File: config.mk
export PLATFORM = sky130hd
export DESIGN_NAME = ram_port_arbiter
export DESIGN_NICKNAME = d
export VERILOG_FILES = /design/src/rtl/ram_port_arbiter.sv
export SDC_FILE = /design/constraint.sdc
export NUM_CORES = 1
export LEC_CHECK = 0
export CAP_MARGIN = 15
export CORE_AREA = 2 2 162 164
export CTS_CLUSTER_DIAMETER = 120
export DETAILED_ROUTE_END_ITERATION = 7
export DIE_AREA = 0 0 164 166
export SKIP_LAST_GASP = 1
export SYNTH_ARGS = -nofsm -noshare
export SYNTH_HDL_FRONTEND = slang
export SYNTH_SLANG_ARGS = --single-unit
export TNS_END_PERCENT = 50
File: constraint.sdc
create_clock -name clk -period 3.75 [get_ports clk]
set_clock_uncertainty 0.15 [all_clocks]
set_input_delay 0.9375 -clock clk [delete_from_list [all_inputs] [get_ports clk]]
set_output_delay 0.9375 -clock clk [all_outputs]
set_load 0.02 [all_outputs]
File: src/rtl/ram_port_arbiter.sv
// Two-port round-robin arbiter in front of a single-port RAM.
// Clears the whole RAM to zero after reset before serving requests.
module ram_port_arbiter #(
    parameter int SIZE  = 5,
    parameter int WIDTH = 64
) (
    input  logic             clk,
    input  logic             rst,
    input  logic             req0_valid,
    output logic             req0_ready,
    input  logic             req0_we,
    input  logic [SIZE-1:0]  req0_adr,
    input  logic [WIDTH-1:0] req0_dat,
    input  logic             req1_valid,
    output logic             req1_ready,
    input  logic             req1_we,
    input  logic [SIZE-1:0]  req1_adr,
    input  logic [WIDTH-1:0] req1_dat,
    output logic             rsp0_valid,
    output logic [WIDTH-1:0] rsp0_dat,
    output logic             rsp1_valid,
    output logic [WIDTH-1:0] rsp1_dat,
    output logic             ram_sel,
    output logic             ram_we,
    output logic [SIZE-1:0]  ram_adr,
    output logic [WIDTH-1:0] ram_dat_i,
    input  logic [WIDTH-1:0] ram_dat_o,
    output logic             init_done
);

    typedef enum logic {INIT, RUN} state_t;

    state_t          state_q, state_d;
    logic [SIZE-1:0] cnt_q, cnt_d;
    logic            last_q, last_d;
    logic            rsp0_valid_q, rsp0_valid_d;
    logic            rsp1_valid_q, rsp1_valid_d;
    logic            init_done_q, init_done_d;
    logic            grant0, grant1;

    always_comb begin
        state_d      = state_q;
        cnt_d        = cnt_q;
        last_d       = last_q;
        init_done_d  = init_done_q;
        rsp0_valid_d = 1'b0;
        rsp1_valid_d = 1'b0;
        grant0       = 1'b0;
        grant1       = 1'b0;
        ram_sel      = 1'b0;
        ram_we       = 1'b0;
        ram_adr      = '0;
        ram_dat_i    = '0;

        if (rst) begin
            ram_sel = 1'b1;
            ram_we  = 1'b1;
        end else if (state_q == INIT) begin
            ram_sel = 1'b1;
            ram_we  = 1'b1;
            ram_adr = cnt_q;
            // Saturate on the last address so the clear never starts a second pass.
            if (cnt_q == {SIZE{1'b1}}) begin
                state_d     = RUN;
                init_done_d = 1'b1;
            end else begin
                cnt_d = cnt_q + 1'b1;
            end
        end else begin
            // last_q=1 means req1 won last time, so req0 has priority on contention.
            grant0 = req0_valid & (~req1_valid | last_q);
            grant1 = req1_valid & (~req0_valid | ~last_q);
            if (grant0) begin
                ram_sel      = 1'b1;
                ram_we       = req0_we;
                ram_adr      = req0_adr;
                ram_dat_i    = req0_dat;
                last_d       = 1'b0;
                rsp0_valid_d = ~req0_we;
            end else if (grant1) begin
                ram_sel      = 1'b1;
                ram_we       = req1_we;
                ram_adr      = req1_adr;
                ram_dat_i    = req1_dat;
                last_d       = 1'b1;
                rsp1_valid_d = ~req1_we;
            end
        end
    end

    always_ff @(posedge clk) begin
        if (rst) begin
            state_q      <= INIT;
            cnt_q        <= '0;
            last_q       <= 1'b1;
            rsp0_valid_q <= 1'b0;
            rsp1_valid_q <= 1'b0;
            init_done_q  <= 1'b0;
        end else begin
            state_q      <= state_d;
            cnt_q        <= cnt_d;
            last_q       <= last_d;
            rsp0_valid_q <= rsp0_valid_d;
            rsp1_valid_q <= rsp1_valid_d;
            init_done_q  <= init_done_d;
        end
    end

    assign req0_ready = grant0;
    assign req1_ready = grant1;
    assign rsp0_valid = rsp0_valid_q;
    assign rsp1_valid = rsp1_valid_q;
    assign rsp0_dat   = ram_dat_o;
    assign rsp1_dat   = ram_dat_o;
    assign init_done  = init_done_q;

endmodule

==> impl_metrics.csv, run 1 <==
group,metric,value,unit
yosys,synth-seq-area-share,9.33,%
place,hpwl,8.14,mm
routing,drc_errors,0,
critical_path,critPathKind,"in2out",
timing,setup_slack,-0.172,ns
routing,wl_per_cell,13.7,um
routing,dr.first_iter.drc_count,45,
clock_tree,clk_pin_slew_worst_paths,0.04,ns
layout,drive_above_1_share,9.62,%
routing,drt_pass1_iterations,4,
clock_tree,worstSkewPairLatency,0.24,ns
power,sw_frac_of_total,18.2,%
yosys,synth_area_leaders,"buf_4 45%, a22o_1 26%, dfxtp_1 9.3%",
flow_run,maxCapViolCount,0,
timing,worst_pin_slew,0.364,ns
layout,fill_cells,2887,
routing,via_per_inst,3.12,
timing,hold_viol_final,0,
routing,drtAntennaViolNets,0,
layout,area_growth,87.7,%
power,seq_power_share,22.5,%
power,p_clk_share,41.9,%
clock_tree,cts_made_buffers,3,
power,ir_drop,0.120,mV
yosys,synth_most_common_cell,"buf_4",
layout,postLayoutCellArea,4030,um2
timing,maxSlewViolCount,0,
yosys,synth_edf_count,0,
yosys,syn-cell-area,2140,um2
layout,fin_nets,575,
min_path,hold_depth,2,
yosys,synth-seq-cells,10,
yosys,syn_inst,268,
critical_path,endpoint_kind,"output pin",
timing,fin_crit,3.92,ns
yosys,yosys_warnings,0,
global_route,gr-usage-all-layers,6.34,%
clock_tree,cts_setup_buffers,0,
critical_path,startpoint_type,"input port",
global_route,grt_max_degree,39,
global_route,grt_pass1_vias,2239,
die,start_util,8.37,%
power,power_density,125,nW/um2
critical_path,critical_path.reg2reg.endpoint,"cnt_q[3]",
yosys,synthDistinctLibCells,25,
layout,instances_no_fill,699,
die,die_w,164,um
power,p_comb_share,35.6,%
global_route,grt_first_pass_wirelength,13.3,mm
min_path,hp-start,"init_done",
timing,grt_setup_unrepaired,"yes",
clock_tree,htreeDepth,1,
timing,final-setup-viol-count,6,
global_route,grt_overflow,0,
status,status,"complete, but fails checks",
clock_tree,cts_tree,"done",
clock_tree,clock-sinks,10,
layout,antennaDiodeCount,0,
die,die_area,27200,um2
min_path,hp-class,"reg2reg",
power,intPower,0.411,mW
yosys,async_flop_share,0,%
yosys,synth_top_area_share,44.8,%
yosys,synthFlopType,"dfxtp_1",
routing,routed_wl,9.59,mm
routing,via_count,2181,
critical_path,r2r_setup_slack,1.77,ns
yosys,avgSynthCellArea,8.00,um2
yosys,syn_nets,478,
critical_path,cp.arrival,2.83,ns
place,port_buffers,219,
die,std_cell_rows,59,
place,dp.cells,695,
critical_path,rr_startpoint,"cnt_q[0]",
clock_tree,cts_root_buf,"clkbuf_16",
place,gp_congestion,0.769,
power,p_switching,0.0911,mW
critical_path,worst_ep_required_time,2.66,ns
yosys,yosysTopAreaCell,"buf_4",
power,power_leakage,2.03,nW
critical_path,path_max_fanout,33,
timing,fin_tns_setup,-0.859,ns
place,placed_area,3890,um2
die,ios,412,
timing,fin_crit_sh,105,%
status,violations,"setup timing",
die,die_h,166,um
yosys,netlist_top_cells_count,"128 x buf_4, 64 x a22o_1, 15 x buf_2",
timing,maxSlewHeadroom,75.6,%
die,core,25600,um2
critical_path,ff2ff_path_depth,6,
timing,clock.fmax,0.255,GHz
clock_tree,clockBufferDepth,2,
global_route,antenna_found_initial,1,
min_path,worstHoldEndpoint,"init_done",
metrics by stage:
step,setup slack [ns],hold slack [ns],power [mW],util [%]
2_1_floorplan,0.766,0.316,0.327,-
3_3_place_gp,-0.321,0.307,0.293,15.2
3_5_place_dp,-0.328,0.311,0.294,15.2
4_1_cts,-0.232,0.335,0.508,15.4
5_1_grt,-0.226,0.355,0.525,15.7
6_report,-0.172,0.326,0.502,15.7
logic make-up after synthesis:
| family | count (synthesis) | synth area share, % |
|---|---|---|
| compound gates | 78 | 30.9 |
| xor+xnor | 2 | 0.817 |
| fa+ha+maj | 2 | 1.17 |
| buf+inv | 147 | 50.1 |
| flops | 10 | 9.33 |
| mux | 1 | 0.525 |
| simple gates | 28 | 7.18 |
worst max-delay path, stage by stage:
cell and delay [ns]:
clkdlybuf4s50_1 0.49, a21boi_1 0.21, and2_2 0.23, buf_12 0.19, a22o_1 0.15, clkdlybuf4s50_1 0.60
power groups by stage:
stage	Clock, mW	Combinational (mW)	Sequential (mW)
2_1_floorplan	0	0.214	0.114
3_3_place_gp	0	0.179	0.114
3_5_place_dp	0	0.180	0.114
4_1_cts	0.216	0.180	0.113
5_1_grt	0.223	0.189	0.113
6_report	0.210	0.179	0.113
routing by layer:
| layer | vias up | share of wire [%] | track usage [%] |
|---|---|---|---|
| met2 | 161 | 43 | 9.72 |
| met3 | 48 | 12 | 2.85 |
| met5 | - | 0.13 | 0 |
| met4 | 2 | 4.8 | 3.62 |
| met1 | 955 | 39 | 7.26 |
| li1 | 1015 | - | - |
layout make-up:
cell class | instances | area (um2) | share of cell area (%)
clock buffer | 4 | 88.8 | 2.21
sequential | 10 | 200 | 4.97
inverter | 1 | 3.75 | 0.0932
tap | 335 | 419 | 10.4
multi-input combinational | 111 | 873 | 21.7
timing repair buffer | 238 | 2440 | 60.6
layout by cell type (no fill, tap or decap), drive strengths merged, types with 5 or more instances in the layout:
cell type,n
a221o,5
a22o,64
and2,6
buf,21
clkdlybuf4s15,12
clkdlybuf4s50,155
dfxtp,10
dlygate4sd2,22
dlymetal6s2s,28
nor2,8
worst max path at each step:
stage	start	end	slack, ns	depth (start not counted)
after floorplan	req1_valid	ram_dat_i[55]	0.77	5
after global placement	req1_valid	ram_dat_i[10]	-0.32	6
after detailed placement	req1_valid	ram_dat_i[10]	-0.33	6
after CTS	rst	ram_dat_i[50]	-0.23	7
after global routing	req1_valid	ram_dat_i[23]	-0.23	6
final	req1_valid	ram_dat_i[23]	-0.17	6
flip-flops by register name (all words and copies together) (netlist names):
register	count
last_q	1
cnt_q	5
rsp1_valid	1
init_done	1
state_q	1
rsp0_valid	1
repair_timing:
action / 4_1_cts / 5_1_grt
hold buffers: 0 / 0
endpoints found under the setup margin: 69 / 57
gates resized for setup: 52 / 28
gates cloned: 0 / 0
(Power assumes the default switching activity.)
==> inputs of run 2 (changes only) <==
--- a/config.mk
+++ b/config.mk
@@ -10,7 +10,9 @@
 export CTS_CLUSTER_DIAMETER = 120
 export DETAILED_ROUTE_END_ITERATION = 7
 export DIE_AREA = 0 0 164 166
+export RECOVER_POWER = 100
 export SKIP_LAST_GASP = 1
+export SLEW_MARGIN = 20
 export SYNTH_ARGS = -nofsm -noshare
 export SYNTH_HDL_FRONTEND = slang
 export SYNTH_SLANG_ARGS = --single-unit
==> run 2 against run 1 <==
  * The flow still finishes with violations (setup timing)
  * Critical path depth did not move
  * Cell area about the same
  * Flip-flop and latch count unchanged
  * Hold slack stayed put
  * Total power barely moved
  * Critical path type unchanged
  * Largest cell class unchanged
  * Largest power group unchanged
  * Highest routed layer unchanged
==> impl_metrics.csv, run 2 (synthesis results as in run 1) <==
group,metric,value,unit
status,status,"complete, but fails checks",
status,violations,"setup timing",
power,seq_power_share,22.5,%
power,intPower,0.410,mW
clock_tree,worstSkewPairLatency,0.24,ns
clock_tree,cts_root_buf,"clkbuf_16",
place,gp_congestion,0.769,
global_route,grt_overflow,0,
clock_tree,clockBufferDepth,2,
timing,hold_ws,0.326,ns
timing,clock.fmax,0.255,GHz
die,core,25600,um2
routing,drtAntennaViolNets,0,
critical_path,endpoint_kind,"output pin",
critical_path,r2r_setup_slack,1.77,ns
min_path,worstHoldEndpoint,"init_done",
critical_path,path_max_fanout,33,
critical_path,cp.arrival,2.83,ns
die,std_cell_rows,59,
die,ios,412,
routing,drc_errors,0,
global_route,grt_pass1_vias,2239,
layout,largest_reg_flops,5,
layout,area_growth,87.6,%
power,power_leakage,2.03,nW
critical_path,critPathKind,"in2out",
layout,post-route-util,15.7,%
global_route,grt.busiest_layer,"met2",
clock_tree,cts_tree,"done",
global_route,met1_usage,7.26,%
timing,maxSlewViolCount,0,
layout,antennaDiodeCount,0,
timing,maxSlewHeadroom,69.1,%
routing,via_count,2181,
routing,drt_pass1_iterations,4,
die,die_w,164,um
layout,layout_commonest_cell,"clkdlybuf4s50_1",
global_route,antenna_found_initial,1,
layout,most-common-layout-cells,"155 x clkdlybuf4s50_1, 64 x a22o_1, 28 x dlymetal6s2s_1",
clock_tree,cts_made_buffers,3,
min_path,hp-start,"init_done",
global_route,grt_first_pass_wirelength,13.3,mm
critical_path,worst_ep_required_time,2.66,ns
critical_path,rr_startpoint,"cnt_q[0]",
place,hpwl,8.14,mm
die,die_h,166,um
layout,drive_above_1_share,9.34,%
power,p_switching,0.0911,mW
global_route,grt.met3_usage,2.85,%
global_route,grt_util_met2,9.72,%
layout,fin_nets,575,
critical_path,ff2ff_path_depth,6,
clock_tree,htreeDepth,1,
timing,hold_viol_final,0,
place,port_buffers,219,
timing,grt_setup_unrepaired,"yes",
critical_path,startpoint_type,"input port",
clock_tree,clock-sinks,10,
timing,worst_pin_slew,0.464,ns
timing,setup_slack,-0.172,ns
timing,fin_tns_setup,-1.49,ns
routing,routed_wl,9.59,mm
power,sw_frac_of_total,18.2,%
clock_tree,cts_hold_repair.buffers,0,
global_route,gr-usage-all-layers,6.34,%
power,p_comb_share,35.6,%
flow_run,maxCapViolCount,0,
routing,wl_per_cell,13.7,um
min_path,hp-class,"reg2reg",
die,die_area,27200,um2
critical_path,critical_path.reg2reg.endpoint,"cnt_q[3]",
global_route,grt_max_degree,39,
clock_tree,clk_pin_slew_worst_paths,0.04,ns
timing,final-setup-viol-count,11,
timing,fin_crit,3.92,ns
min_path,hold_depth,2,
layout,regMostFlops,"cnt_q",
power,power_density,125,nW/um2
die,start_util,8.37,%
clock_tree,cts_setup_buffers,0,
timing,fin_crit_sh,105,%
power,p_clk_share,41.9,%
power,ir_drop,0.120,mV
layout,fill_cells,2889,
routing,via_per_inst,3.12,
routing,dr.first_iter.drc_count,45,
run 2: per-stage QoR:
step                instances  area [um2]  total power, mW  setup WS (ns)
finish                    699        4020            0.501         -0.172
global route              699        4020            0.524         -0.226
CTS                       699        3960            0.508         -0.232
detailed placement        695        3890            0.294         -0.328
global placement          695        3890            0.293         -0.321
floorplan                 268        2140            0.327          0.766
run 2: power by group through the flow:
| stage | clock (mW) | combinational [mW] | sequential, mW |
|---|---|---|---|
| after floorplan | 0 | 0.214 | 0.114 |
| after global placement | 0 | 0.179 | 0.114 |
| after detailed placement | 0 | 0.180 | 0.114 |
| after CTS | 0.216 | 0.180 | 0.113 |
| after global routing | 0.223 | 0.189 | 0.113 |
| final | 0.210 | 0.178 | 0.113 |
run 2: repair_timing:
action,4_1_cts,5_1_grt
endpoints found under the setup margin,69,57
resized for setup,52,28
gates cloned,0,0
run 2: worst max-delay path by stage:
stage	startpoint	to	slack, ns	cells after the start
3_3_place_gp	req1_valid	ram_dat_i[10]	-0.32	6
3_5_place_dp	req1_valid	ram_dat_i[10]	-0.33	6
4_1_cts	rst	ram_dat_i[50]	-0.23	7
5_1_grt	req1_valid	ram_dat_i[23]	-0.23	6
2_1_floorplan	req1_valid	ram_dat_i[55]	0.77	5
6_report	req1_valid	ram_dat_i[23]	-0.17	6
run 2: routing by layer:
layer  vias to the layer above  wire length (um)
met3                        48              1180
met1                       955              3770
met2                       161              4170
li1                       1015                 -
met5                         -                12
met4                         2               461
run 2: worst max-delay path: stages:
cell and delay (ns):
clkdlybuf4s50_1 0.49, a21boi_1 0.21, and2_2 0.23, buf_12 0.19
a22o_1 0.15, clkdlybuf4s50_1 0.60
run 2: layout make-up:
type	count	area [um2]	area share (%)
clock buffers	4	88.8	2.21
flip-flops and latches	10	200	4.98
well taps	335	419	10.4
inverters	1	3.75	0.0933
repair buffers	238	2440	60.6
multi-input cells	111	873	21.7
